## config.mk

```make
export PLATFORM = sky130hd
export DESIGN_NAME = keypad_entry_ctrl
export DESIGN_NICKNAME = d
export VERILOG_FILES = /design/src/rtl/keypad_entry_ctrl.sv
export SDC_FILE = /design/constraint.sdc
export NUM_CORES = 1
export LEC_CHECK = 0
export CORE_MARGIN = 2
export CORE_UTILIZATION = 30
export DETAILED_ROUTE_END_ITERATION = 6
export DONT_BUFFER_PORTS = 1
export PLACE_DENSITY_LB_ADDON = 0.2
export SYNTH_ARGS = -nofsm -noshare
export SYNTH_HDL_FRONTEND = slang
export SYNTH_SLANG_ARGS = --single-unit
```

## constraint.sdc

```tcl
create_clock -name clk -period 2.9 [get_ports clk]
set_clock_uncertainty 0.2 [all_clocks]
set_input_delay 0.58 -clock clk [delete_from_list [all_inputs] [get_ports clk]]
set_output_delay 0.58 -clock clk [all_outputs]
set_load 0.01 [all_outputs]
```

## src/rtl/keypad_entry_ctrl.sv

```systemverilog
// Keypad entry controller: collects up to four BCD digits with backspace,
// commits them on enter, and holds the committed value until acknowledged.
// Entries left idle for TIMEOUT_CYCLES cycles are abandoned.
module keypad_entry_ctrl #(
    parameter logic [23:0] TIMEOUT_CYCLES = 24'd5_000_000
) (
    input  logic        clk,
    input  logic        rst_n,
    input  logic        key_valid,
    input  logic [3:0]  key_code,
    output logic        key_ready,
    output logic [15:0] entry_bcd,
    output logic [2:0]  digit_count,
    output logic [15:0] value_bcd,
    output logic        value_valid,
    input  logic        value_ack,
    output logic        err_pulse,
    output logic        timeout_pulse
);

    typedef enum logic [1:0] {
        StIdle  = 2'd0,
        StEntry = 2'd1,
        StHold  = 2'd2
    } state_t;

    localparam logic [23:0] CntMax = 24'hFF_FFFF;

    state_t      state_q, state_d;
    logic [15:0] entry_q, entry_d;
    logic [2:0]  count_q, count_d;
    logic [15:0] value_q, value_d;
    logic        vvalid_q, vvalid_d;
    logic        err_q, err_d;
    logic        tmo_q, tmo_d;
    logic [23:0] cnt_q, cnt_d;

    logic accept;
    logic is_digit;
    logic is_bs;
    logic is_enter;
    logic timeout_hit;

    // Keys are refused only while a committed value waits for acknowledge.
    assign key_ready = (state_q != StHold);
    assign accept    = key_valid && key_ready;
    assign is_digit  = (key_code <= 4'd9);
    assign is_bs     = (key_code == 4'hA);
    assign is_enter  = (key_code == 4'hB);

    assign timeout_hit = (state_q == StEntry) && (TIMEOUT_CYCLES != 24'd0) &&
                         (cnt_q >= TIMEOUT_CYCLES);

    // Next-state and registered-output decode.
    always_comb begin
        state_d  = state_q;
        entry_d  = entry_q;
        count_d  = count_q;
        value_d  = value_q;
        vvalid_d = vvalid_q;
        err_d    = 1'b0;
        tmo_d    = 1'b0;
        cnt_d    = cnt_q;

        unique case (state_q)
            StIdle: begin
                cnt_d = 24'd0;
                // Backspace, enter and reserved codes are all consumed silently here.
                if (accept && is_digit) begin
                    entry_d = {entry_q[11:0], key_code};
                    count_d = 3'd1;
                    state_d = StEntry;
                end
            end

            StEntry: begin
                if (cnt_q != CntMax) begin
                    cnt_d = cnt_q + 24'd1;
                end
                // Digit/backspace/enter take priority over an expiring timeout;
                // reserved codes neither restart the counter nor block the timeout.
                if (accept && is_digit) begin
                    cnt_d = 24'd0;
                    if (count_q < 3'd4) begin
                        entry_d = {entry_q[11:0], key_code};
                        count_d = count_q + 3'd1;
                    end else begin
                        err_d = 1'b1;
                    end
                end else if (accept && is_bs) begin
                    cnt_d   = 24'd0;
                    entry_d = {4'h0, entry_q[15:4]};
                    count_d = count_q - 3'd1;
                    if (count_q == 3'd1) begin
                        state_d = StIdle;
                    end
                end else if (accept && is_enter) begin
                    cnt_d    = 24'd0;
                    value_d  = entry_q;
                    vvalid_d = 1'b1;
                    entry_d  = 16'h0;
                    count_d  = 3'd0;
                    state_d  = StHold;
                end else if (timeout_hit) begin
                    cnt_d   = 24'd0;
                    entry_d = 16'h0;
                    count_d = 3'd0;
                    tmo_d   = 1'b1;
                    state_d = StIdle;
                end
            end

            StHold: begin
                cnt_d = 24'd0;
                if (value_ack) begin
                    vvalid_d = 1'b0;
                    state_d  = StIdle;
                end
            end

            default: begin
                state_d = StIdle;
            end
        endcase
    end

    // State and output registers with synchronous active-low reset.
    always_ff @(posedge clk) begin
        if (!rst_n) begin
            state_q  <= StIdle;
            entry_q  <= 16'h0;
            count_q  <= 3'd0;
            value_q  <= 16'h0;
            vvalid_q <= 1'b0;
            err_q    <= 1'b0;
            tmo_q    <= 1'b0;
            cnt_q    <= 24'd0;
        end else begin
            state_q  <= state_d;
            entry_q  <= entry_d;
            count_q  <= count_d;
            value_q  <= value_d;
            vvalid_q <= vvalid_d;
            err_q    <= err_d;
            tmo_q    <= tmo_d;
            cnt_q    <= cnt_d;
        end
    end

    assign entry_bcd     = entry_q;
    assign digit_count   = count_q;
    assign value_bcd     = value_q;
    assign value_valid   = vvalid_q;
    assign err_pulse     = err_q;
    assign timeout_pulse = tmo_q;

endmodule

```

# Word-level counts from Yosys, hierarchy flattened
# Index checks and enable logic that the tools add are counted.
# word_totals
regBits	64
inputBits	8
word_cells	87
# classes
add_sub_neg	3
n_lt_le_gt_ge	3
n_eq_ne	17
mux	35
bitwise_logic	4
reduce_logical	17
# op_table
cell	n
$mux 24	5
$mux 16	6
$pmux 24 s2	1
$pmux 16 s2	1
$add 24x1->24 const B	1
$ge 24x23->1 const B	1
$ne 24x24->1 const B	1
$mux 3	6
$mux 2	7
$ne 2x2->1 const B	5
$reduce_and 5->1	2
$eq 4x4->1 const B	2
$reduce_and 4->1	2
$mux 1	6
$ne 3x2->1 const B	2
$ne 6x2->1 const B	1
$pmux 2 s3	1
$pmux 3 s2	1
$reduce_bool 2->1	3
$logic_and 1x1->1	5
$ne 5x2->1 const B	1
$reduce_or 5->1	1
$le 4x4->1 const B	1
$ne 4x2->1 const B	1
13 further kinds	16

# Longest topological paths before layout
# Gate-level depths: netlist of the first run.
# depth
ltp_word	7
mapped_depth	10
mapped_depth_nobuf	7

# Worst setup path before layout of the first run
# Ideal clock, no wire load.
# synth_timing
path_type	input port to flip-flop
startpoint	in key_code[2]
endpoint	reg entry_q[10], in the netlist entry_bcd[10]
setup_time_ns	0.070
arrival_ns	1.860
t_required_ns	2.630
setup_slack_ns	0.769
path_stages	7
cell_sequence	o21ai_0 > nand2_1 > a21o_1 > a21o_1 > or2_2 > buf_2 > o2bb2ai_1
# synth_via
elab_chain_cells	6
elab_cells_between_ends	14
cone_classes	order compare: 1; eq/ne: 5; mux: 4; reduce/logical: 4
# synth_lines
item	line	source
from (decl)	10	input logic [3:0] key_code,
parallel branches: the longest is 6 deep, another holds $le 4x4->1	n/a	
to (signal assigned)	140	entry_q <= entry_d;
to (decl)	30	logic [15:0] entry_q, entry_d;
# Several ways; the timed one is not identified.
# A chain may end at the register's enable or synchronous reset.

# Worst setup path in the final report of the first run
# layout_timing
startpoint	reg cnt_q[11]
endpoint	reg entry_q[4], in the netlist entry_bcd[4]
# layout_via
elab_chain_cells	4
# layout_lines
item	line	source
from (decl)	36	logic [23:0] cnt_q, cnt_d;
from (signal assigned)	146	cnt_q <= cnt_d;
$ge 24x23->1	52	(cnt_q >= TIMEOUT_CYCLES);
$logic_and 1x1->1	51	assign timeout_hit = (state_q == StEntry) && (TIMEOUT_CYCLES != 24'd0) &&
$ne 5x2->1 (no line)	n/a	
$reduce_and 4->1 (no line)	n/a	
# Every way passes these cells.

==> reports/results.ini, run 1 <==
[sta]
worst_slew_pin_slew_ns = 0.6391
finalHoldViolations = 0
drv_slew = 0
setup_tns_ns = 0
timing.final.crit_share_pct = 82.16
finalSetupViolCount = 0
rsz0062_at_grt = no
finalCriticalPeriod_ns = 2.383
max_clock_freq_ghz = 0.4197
relSlewSlack_pct = 57.29

[clock_tree]
cts_root_buf = clkbuf_8
path_clk_slew_ns = 0.08
holdBufCountCts = 0
clock-sinks = 64
clk_latency_ns = 0.34
htreeDepth = 3
clockBufferDepth = 2
cts_setup_buffers = 0
cts_resized = 0
cts_tree = yes
cts_buffers = 9

[setup_path]
start_kind = flip-flop
end_kind = flip-flop
crit_fanout = 12
slowest_stage = nor3_2
crit_top_cell = a21oi_4
cp.arrival_ns = 2.45
rrSetupSlack_ns = 0.52
slowest_delay_ns = 0.49
path_class = flip-flop to flip-flop
worstPathRequired_ns = 2.97
crit_chain = a211o_1, a21oi_4, a21oi_4, nor3_2, a21o_1, o2bb2ai_1

[synth]
synth_area_per_cell_um2 = 8.229
synthCells = 390
synth_nets = 403
ys_seq_elements = 64
syn_area_mm2 = 0.003209
yosysUniqueCellTypes = 66
async_flop_share_pct = 0
ys_warn_count = 0
ys.flop_type = dfxtp_1
seq_area_frac_synth_pct = 39.92
synth-edff-count = 0

[global_route]
grt_pass1_wl_um = 13900
grt_max_degree = 18
gr-total-overflow = 0
first_global_vias = 2603
grt_use_total_pct = 15.24
antenna_found_initial = 0

[min_path]
min_path_type = input pin to flip-flop

[placed_design]
place_area_mm2 = 0.003321
gp_congestion = 0.8009
post-dp-hpwl_um = 6026
portBuffers = 0

[job]
maxCapViolCount = 0

[detailed_routing]
drt-vias-per-instance = 5.359
via_count = 2835
ant_nets = 0
m1WireLength_um = 4038
wirelength_um = 8555
routed-wl-met3_um = 443
wl_met2_um = 3926
drt-pass1-iter-count = 4
maxUsedRoutingLayer = met4
post_drt_wl_per_cell_um = 16.17
drtIter0Drc = 194
drc = 0

[finish]
num-fill-cells = 1107
area_growth_pct = 10.53
final_nets = 401
fin_util_pct = 34.21
regArea_mm2 = 0.001281
final_area_mm2 = 0.003547
layout-drive-gt1-share_pct = 11.20
multi_input_area_mm2 = 0.001760
antenna_cells = 0

[run_status]
status = finished, final reports clean

[floorplan]
start_util_pct = 30.95
core_area_mm2 = 0.01037
fp.dieH_um = 107.4
ios = 47
dieArea_mm2 = 0.01154
die_w_um = 107.4
rows = 37

[power]
powerDensity_mw_per_mm2 = 544.3
ir_drop_uv = 230.9
cellLeakagePower_nw = 1.179

==> power by group <==
part	switching [mW]	leakage [nW]	internal (mW)	total, mW
registers	0.0305	0.517	0.892	0.923
clock network	0.392	0.116	0.494	0.886
logic	0.0754	0.546	0.0462	0.122
==> stage by stage <==
step | total power, mW | hold WS [ns] | cells | setup slack (ns)
floorplan | 1.032 | 0.2455 | 390 | 0.7693
global placement | 1.065 | 0.2650 | 513 | 0.5783
detailed placement | 1.065 | 0.2695 | 513 | 0.5068
CTS | 1.952 | 0.1214 | 529 | 0.5518
global route | 2.008 | 0.1242 | 529 | 0.3188
finish | 1.931 | 0.1341 | 529 | 0.5174
==> worst paths after layout <==
| kind | from | to | depth (start not counted) |
|---|---|---|---|
| setup / recovery | cnt_q[11] | entry_bcd[4] | 6 |
| hold / removal | value_ack | value_valid | 1 |
| setup reg to reg | cnt_q[11] | entry_bcd[4] | 6 |
| hold reg to reg | cnt_q[23] | cnt_q[23] | 1 |
==> worst max-delay path: cells and delay by family, from the launching register on <==
| family | cells | cell delay [ns] |
|---|---|---|
| flip-flops | 1 | 0.39 |
| AO/OA/AOI/OAI | 5 | 1.23 |
| AND/OR/NAND/NOR | 1 | 0.49 |
==> metal layers <==
| layer | global-route usage [%] | vias to the layer above |
|---|---|---|
| met3 | 4.116 | 12 |
| li1 | - | 1433 |
| met5 | 0 | - |
| met1 | 20.27 | 1329 |
| met4 | 4.853 | 0 |
| met2 | 24.01 | 61 |
==> registers in the layout (all words and copies together) (netlist names) <==
| register | cells |
|---|---|
| cnt_q | 24 |
| digit_count | 3 |
| entry_bcd | 16 |
| err_pulse | 1 |
| state_q | 2 |
| timeout_pulse | 1 |
| value_bcd | 16 |
| value_valid | 1 |
==> cell families (layout without fill, tap and decap cells) <==
kind of cell             after synthesis  count (layout)  synth area share, %
adder cells (fa/ha/maj)                5               5                1.949
multiplexers                           1               1               0.3119
buffers and inverters                 33              36                5.224
AND/OR/NAND/NOR                      162             162                25.30
flip-flops                            64              64                39.92
XOR/XNOR                               1               1               0.2730
AO/OA/AOI/OAI                        124             124                27.02
==> cell type report <==
| cell class | instances | share of cell area, % |
|---|---|---|
| flip-flops and latches | 64 | 36.12 |
| repair buffers | 9 | 1.905 |
| inverters | 11 | 1.164 |
| well taps | 136 | 4.797 |
| clock buffers | 9 | 3.492 |
| clock inverters | 7 | 2.892 |
| multi-input cells | 293 | 49.63 |
==> cell usage after synthesis (7+ instances only) <==
master | count | area, um2
a21o_1 | 7 | 52.55
a21oi_1 | 31 | 155.2
a22oi_1 | 20 | 150.1
a31oi_1 | 13 | 81.33
buf_2 | 8 | 40.04
clkbuf_1 | 7 | 26.28
dfxtp_1 | 64 | 1281
inv_1 | 10 | 37.54
nand2_1 | 61 | 229.0
nand3_1 | 19 | 95.09
nor2_1 | 31 | 116.4
nor3_1 | 8 | 40.04
o21ai_0 | 14 | 70.07
o2bb2ai_1 | 12 | 105.1
==> layout by cell type (no fill, tap or decap), types with 4 or more instances in the layout <==
master and n:
buf_4 9, a21o_1 7, inv_1 10, nand2b_1 5
or2_2 4, o2bb2ai_1 12, nand4_1 4, a21oi_1 31
and3_1 4, ha_1 5, o21ai_0 14, nand3_1 19
a22oi_1 20, dfxtp_1 64, nand2_1 61, a31oi_1 13
nor2_1 31, clkbuf_8 9, nor3_1 8
No activity file was read; power rests on OpenSTA's default activity.
==> inputs of run 2 (changes only) <==
clock period = 2.15 ns   (was 2.9 ns; I/O delays follow)
==> run 2 against run 1 <==
Non-clock buffer count rose by 26. Critical path type unchanged. Sequential power rose by 33%. Largest cell class unchanged. Critical path depth did not move. Power rose by 30%. Flip-flop and latch count did not move. Clock-buffer cell count rose by 2. Fmax rose by 16%. Largest power group unchanged. First-iteration DRC count fell by 8.8%. Routed wire length rose by 6.4%. Clock power rose by 22%. Register-to-register slack got worse by 0.42 ns. Global-route usage rose by 1.4 points.
==> reports/results.ini, run 2 (synthesis results as in run 1) <==
[finish]
layout_commonest_cell = nand2_1
layout-drive-gt1-share_pct = 19.86  ; +8.7 points
area_growth_pct = 18.09
final_nets = 427  ; +6.5%
layout_common_cells = nand2_1 (61), dfxtp_1 (57), buf_4 (33)
num-fill-cells = 1105  ; -0.18%
fin_cells = 554  ; +4.7%
max_flop_register = cnt_q
regArea_mm2 = 0.001290  ; +0.68%
largest_reg_flops = 24  ; unchanged
multi_input_area_mm2 = 0.001805  ; +2.6%
antenna_cells = 0  ; unchanged

[detailed_routing]
post_drt_wl_per_cell_um = 16.43  ; +1.6%
wirelength_um = 9104  ; +6.4%
drtIter0Drc = 177  ; -8.8%
drt-vias-per-instance = 5.287  ; -1.3%
via_count = 2929  ; +3.3%
ant_nets = 0  ; unchanged
drt-pass1-iter-count = 4  ; unchanged
drc = 0  ; unchanged

[sta]
relSlewSlack_pct = 63.91  ; +6.6 points
finalHoldViolations = 0  ; unchanged
whs_ns = 0.02193  ; -0.1122 ns
max_clock_freq_ghz = 0.4870  ; +16%
finalCriticalPeriod_ns = 2.053  ; -0.3291 ns
timing.final.ws_setup_ns = 0.09655  ; -0.4209 ns
worst_slew_pin_slew_ns = 0.5399  ; -0.09920 ns
drv_slew = 0  ; unchanged
timing.final.crit_share_pct = 95.51  ; +13 points
finalSetupViolCount = 0  ; unchanged
rsz0062_at_grt = no

[setup_path]
cp.arrival_ns = 2.10  ; -0.35 ns
path_buf_inv = 0  ; unchanged
slowest_stage = a211o_2
slowest_delay_ns = 0.37  ; -0.12 ns
path_class = flip-flop to flip-flop
end_kind = flip-flop
reg2regPathDepth = 6  ; unchanged
worstPathRequired_ns = 2.19  ; -0.78 ns
crit_top_cell = a21o_1
rrSetupSlack_ns = 0.1  ; -0.42 ns
r2r-start = cnt_q[10]
cp_top_family = compound AO/OA/AOI/OAI gates
crit_fanout = 14  ; +2
crit_chain = nor4b_4, o2111ai_2, a211o_2, and3_4, a21o_1, a21o_1
start_kind = flip-flop
reg2reg_to = cnt_q[17]
path_depth = 6  ; unchanged

[clock_tree]
clk_latency_ns = 0.36  ; +0.02 ns
clock-sinks = 64  ; unchanged
clockBufferDepth = 2  ; unchanged
cts_root_buf = clkbuf_8
cts_tree = yes
htreeDepth = 3  ; unchanged
path_clk_slew_ns = 0.07  ; about the same
cts_buffers = 9  ; unchanged

[placed_design]
place_ws_ns = 0.01638  ; -0.4904 ns
dp_cells = 536  ; +4.5%
post-dp-hpwl_um = 6597  ; +9.5%
portBuffers = 0  ; unchanged
gp_congestion = 0.8289  ; +3.5%

[floorplan]
ios = 47  ; unchanged
die_w_um = 107.4  ; unchanged
rows = 37  ; unchanged
dieArea_mm2 = 0.01154  ; unchanged
fp.dieH_um = 107.4  ; unchanged
core_area_mm2 = 0.01037  ; unchanged
start_util_pct = 30.95  ; unchanged

[run_status]
status = finished, final reports clean

[global_route]
first_global_vias = 2809  ; +7.9%
gr-total-overflow = 0  ; unchanged
grt_pass1_wl_um = 14800  ; +6.5%
grt_max_degree = 23  ; +5
antenna_found_initial = 0  ; unchanged
grt_use_total_pct = 16.64  ; +1.4 points

[power]
ir_drop_uv = 329.6  ; +43%
cellLeakagePower_nw = 1.296  ; +9.9%
powerDensity_mw_per_mm2 = 664.2  ; +22%

[min_path]
min_from = rst_n
min_path_type = input pin to flip-flop
hold_depth = 2  ; +1
holdPathEnd = digit_count[2]

[job]
maxCapViolCount = 0  ; unchanged

-- run 2: how the worst max path moves through the flow --
stage,start,endpoint,slack [ns]
after floorplan,cnt_q[10],cnt_q[21],0.15
after global placement,cnt_q[12],digit_count[0],-0.001
after detailed placement,cnt_q[12],digit_count[0],0.02
after CTS,cnt_q[10],cnt_q[17],0.004
after global routing,cnt_q[16],digit_count[1],0.007
final,cnt_q[10],cnt_q[17],0.1
-- run 2: stage by stage --
step | area [um2] | TNS, ns | power (mW) | util [%]
after floorplan | 3209 | 0 | 1.392 | -
after global placement | 3506 | -0.001222 | 1.455 | 33.81
after detailed placement | 3506 | 0 | 1.454 | 33.81
after CTS | 3721 | 0 | 2.543 | 35.88
after global routing | 3790 | 0 | 2.618 | 36.55
final | 3790 | 0 | 2.517 | 36.55
-- run 2: timing repair --
| item | in CTS | in global routing |
|---|---|---|
| endpoints found under the hold margin | 1 | 0 |
| setup buffers | 0 | 2 |
| hold buffers | 1 | 0 |
| gates resized for setup | 0 | 17 |
| setup endpoints to repair | 0 | 28 |
-- run 2: power by group --
group	switching (mW)	internal (mW)	leakage (nW)	total (mW)
registers	0.0299	1.20	0.521	1.23
clock network	0.490	0.594	0.0976	1.08
logic	0.117	0.0821	0.678	0.199
total	0.637	1.88	1.30	2.52
-- run 2: final cells by class --
cell class | count | share of cell area (%)
flip-flops and latches | 64 | 34.04
repair buffers | 35 | 7.329
well taps | 136 | 4.490
inverters | 11 | 1.089
multi-input cells | 293 | 47.64
clock buffers | 11 | 3.995
clock inverters | 4 | 1.420
-- run 2: layer usage --
metal / GRT usage (%) / share of wire, % / vias up
met4: 6.593 / 1.7 / 0
met5: 0 / 0 / -
met2: 26.04 / 47 / 67
li1: - / - / 1472
met3: 5.690 / 5.4 / 11
met1: 21.02 / 46 / 1379
